File: config.mk
export PLATFORM = sky130hd
export DESIGN_NAME = data_shift_sampler
export DESIGN_NICKNAME = d
export VERILOG_FILES = /design/src/rtl/data_shift_sampler.sv
export SDC_FILE = /design/constraint.sdc
export NUM_CORES = 1
export LEC_CHECK = 0
export CAP_MARGIN = 20
export CORE_UTILIZATION = 42
export CTS_CLUSTER_DIAMETER = 60
export DETAILED_ROUTE_END_ITERATION = 12
export PLACE_DENSITY = 0.83
export SLEW_MARGIN = 15
export SYNTH_ARGS = -nofsm -noshare
export SYNTH_HDL_FRONTEND = slang
export SYNTH_SLANG_ARGS = --single-unit
File: constraint.sdc
create_clock -name clk -period 4.7 [get_ports clk]
set_clock_uncertainty 0.2 [all_clocks]
set_input_delay 0.94 -clock clk [delete_from_list [all_inputs] [get_ports clk]]
set_output_delay 0.94 -clock clk [all_outputs]
set_load 0.01 [all_outputs]
File: src/rtl/data_shift_sampler.sv
// Registered 24->8 bit signed sample converter with enable and decimation.
// Define DATA_SHIFT_SAMPLER_ROUND_EN for round-half-up with saturation instead of floor.
module data_shift_sampler #(
  parameter int IN_W  = 24,
  parameter int OUT_W = 8,
  parameter int DECIM = 1
) (
  input  logic                    clk,
  input  logic                    rst,
  input  logic                    enn,
  input  logic signed [IN_W-1:0]  data_in,
  output logic signed [OUT_W-1:0] data_out
);

  localparam int         SHIFT = IN_W - OUT_W;
  localparam logic [7:0] LAST  = 8'(DECIM - 1);

`ifdef DATA_SHIFT_SAMPLER_ROUND_EN
  localparam logic signed [IN_W:0] HALF = {{(OUT_W + 1){1'b0}}, 1'b1, {(SHIFT - 1){1'b0}}};

  // One guard bit keeps the +half from wrapping; only the positive side can overflow.
  function automatic logic signed [OUT_W-1:0] convert(input logic signed [IN_W-1:0] s);
    logic signed [IN_W:0] sum;
    sum = {s[IN_W-1], s} + HALF;
    if (!sum[IN_W] && sum[IN_W-1])
      return {1'b0, {(OUT_W - 1){1'b1}}};
    return OUT_W'(sum >>> SHIFT);
  endfunction
`else
  function automatic logic signed [OUT_W-1:0] convert(input logic signed [IN_W-1:0] s);
    return OUT_W'(s >>> SHIFT);
  endfunction
`endif

  logic [7:0]              cnt_q, cnt_d;
  logic signed [OUT_W-1:0] data_q, data_d;
  logic                    tick;

  assign tick = enn && (cnt_q == LAST);

  always_comb begin
    cnt_d  = cnt_q;
    data_d = data_q;
    if (tick) begin
      cnt_d  = '0;
      data_d = convert(data_in);
    end else if (enn) begin
      cnt_d = cnt_q + 8'd1;
    end
  end

  always_ff @(posedge clk) begin
    if (rst) begin
      cnt_q  <= '0;
      data_q <= '0;
    end else begin
      cnt_q  <= cnt_d;
      data_q <= data_d;
    end
  end

  assign data_out = data_q;

endmodule

==> summary.txt <==
status - complete, but fails checks
failing checks - DRC
worst min path class - flip-flop to flip-flop
reported max-cap violation count - 0
vias per inst - 5.60
commonest non-fill, non-tap cell in the layout - clkdlybuf4s50_1
relative slew slack - 0.674
vias in the first global route - 570
final period utilization - 0.541
critical path startpoint category - primary input
Routed Antenna Nets - 0
DR WL/cell - 13.0 um
syn nets - 109
Area growth syn-to-layout - 29.5%
P_int - 212 uW
sequential element share of the synthesized area - 0.444
Final Core Density - 0.599
most frequent cells in the layout - clkdlybuf4s50_1 (18), dfxtp_1 (16), a21oi_1 (11), nand3_1 (10), o21ai_1 (8)
RSZ-0062 raised after global routing - no
share of cells above drive strength 1 - 0.0619
global-route wire length before repair - 2500 um
DRT iter0 DRCs - 17
Post-Synthesis Cells - 80
Max Buffers Root-to-Sink - 2
CP Max Fanout - 8
WP data required - 4.67 ns
grt ovf - 0
CTS tree - yes
drt total wl - 1470 um
Initial Util - 0.462
P per Cell Area - 296 nW/um2
Post-Route Setup TNS - 0 ns
YS warnings - 0
leakage power - 0.343 nW
Rows - 14
Sink Count - 16
hpwl dp - 1060 um
gr usage total - 0.169
total number of vias - 633
CP arrival - 2.51 ns
Fin Hold WS - 0.283 ns
maximum vdd drop - 191 uV
Core ar. - 1560 um2
worst r2r src - cnt_q[0]
clock slew at reported path FFs - 0.10 ns
Setup Buffers After CTS - 0
Residual DRC - 8
# IOs - 35
CP Capture Type - flip-flop
synthesized flop and latch total - 16
max-slew violation total from the final report - 0
post_cts resized - 0
Critical Path Source - enn
Sw Share - 0.233
Hold Buf Count CTS - 0
Switching Power - 64.3 uW
GPL Wtd Cong - 0.771
final hold vios - 0
HP Start - data_out[5]
first-pass iteration count of the detailed router - 8
Nets - 127
Max Fclk - 0.393 GHz
chip height - 43.4 um
DP Area - 897 um2
cell area after synthesis - 721 um2
Final Instance Area - 933 um2
Gate power share - 0.155
clock network power share - 0.323
Synth cell types - 19
ANT cells - 0
H-tree depth - 1
fill count - 133
sequential share of power - 0.522
root buffer selected by CTS - clkbuf_4
CTS buffer count - 3
Worst-Skew Late Latency - 0.28 ns
largest net degree at the start of global routing - 10
die width - 43.4 um
final count of negative-setup-slack endpoints - 0
Port-buffer cells - 18
critical path type - primary input to flip-flop
minimum clock period - 2.54 ns
initial antenna violation count - 0
die area - 1890 um2
syn_area_per_cell - 9.01 um2
Slew @ Worst Pin - 0.487 ns
total power - 276 uW
==> cells by family (layout without fill, tap and decap cells) <==
logic type	Yosys count	count (layout)	share of synthesized area
flops	16	16	0.444
simple gates	27	27	0.252
fa+ha+maj	2	2	0.0347
xor+xnor	4	4	0.0486
compound gates	23	23	0.163
buf+inv	7	24	0.0434
mux	1	1	0.0139
==> routing by layer <==
metal / part of all wire / GRT usage / wire length, um
met3: 0.072 / 0.0458 / 106
met5: 0 / 0 / 0
met1: 0.45 / 0.231 / 667
met4: 0 / 0 / 0
met2: 0.47 / 0.285 / 693
==> power groups by stage <==
stage	Clock, mW	Combinational (mW)	Sequential (mW)
final	0.0891	0.0428	0.144
after global routing	0.0982	0.0469	0.145
after CTS	0.0920	0.0430	0.144
after detailed placement	0	0.0427	0.147
after global placement	0	0.0423	0.147
after floorplan	0	0.0208	0.149
==> layout make-up <==
cell class	count	area, um2	area share
Sequential cell	16	320	0.343
Timing Repair Buffer	18	180	0.193
Inverter	2	7.51	0.00804
Clock buffer	4	36.3	0.0389
Tap cell	16	20.0	0.0214
Multi-Input combinational cell	57	369	0.395
==> flip-flops by register name, summed over array words and instances (netlist names) <==
signal and flops:
data_out 8, cnt_q 8
==> worst max-delay path, stage by stage <==
cell and delay (ns):
clkdlybuf4s50_1 0.65, or4b_1 0.64, o21ai_1 0.20, a21oi_1 0.08
==> per-stage QoR <==
step,setup slack (ns),instances
finish,2.16,113
global route,2.02,113
CTS,2.17,113
detailed placement,1.86,109
global placement,1.88,109
floorplan,2.52,80
==> final timing paths <==
path / slack, ns / end / cells after the start
setup / recovery: 2.16 / data_out[3] / 4
hold / removal: 0.28 / data_out[5] / 2
setup reg to reg: 2.91 / data_out[3] / 5
hold reg to reg: 0.28 / data_out[5] / 2
==> Yosys cell counts <==
library cell,count,area [um2]
xnor2_1,1,8.76
a21oi_1,11,55.1
xor2_1,3,26.3
nand4_1,3,18.8
nand3_1,10,50.1
nand2_1,2,7.51
a21o_1,1,7.51
o21ai_0,3,15.0
or3_1,3,18.8
buf_1,1,3.75
o21ai_1,8,40.0
nor4b_4,2,47.6
ha_1,2,25.0
inv_1,2,7.51
mux2i_1,1,10.0
or4b_1,2,20.0
nor2_1,5,18.8
buf_2,4,20.0
dfxtp_1,16,320
No activity file was read; power rests on OpenSTA's default activity.
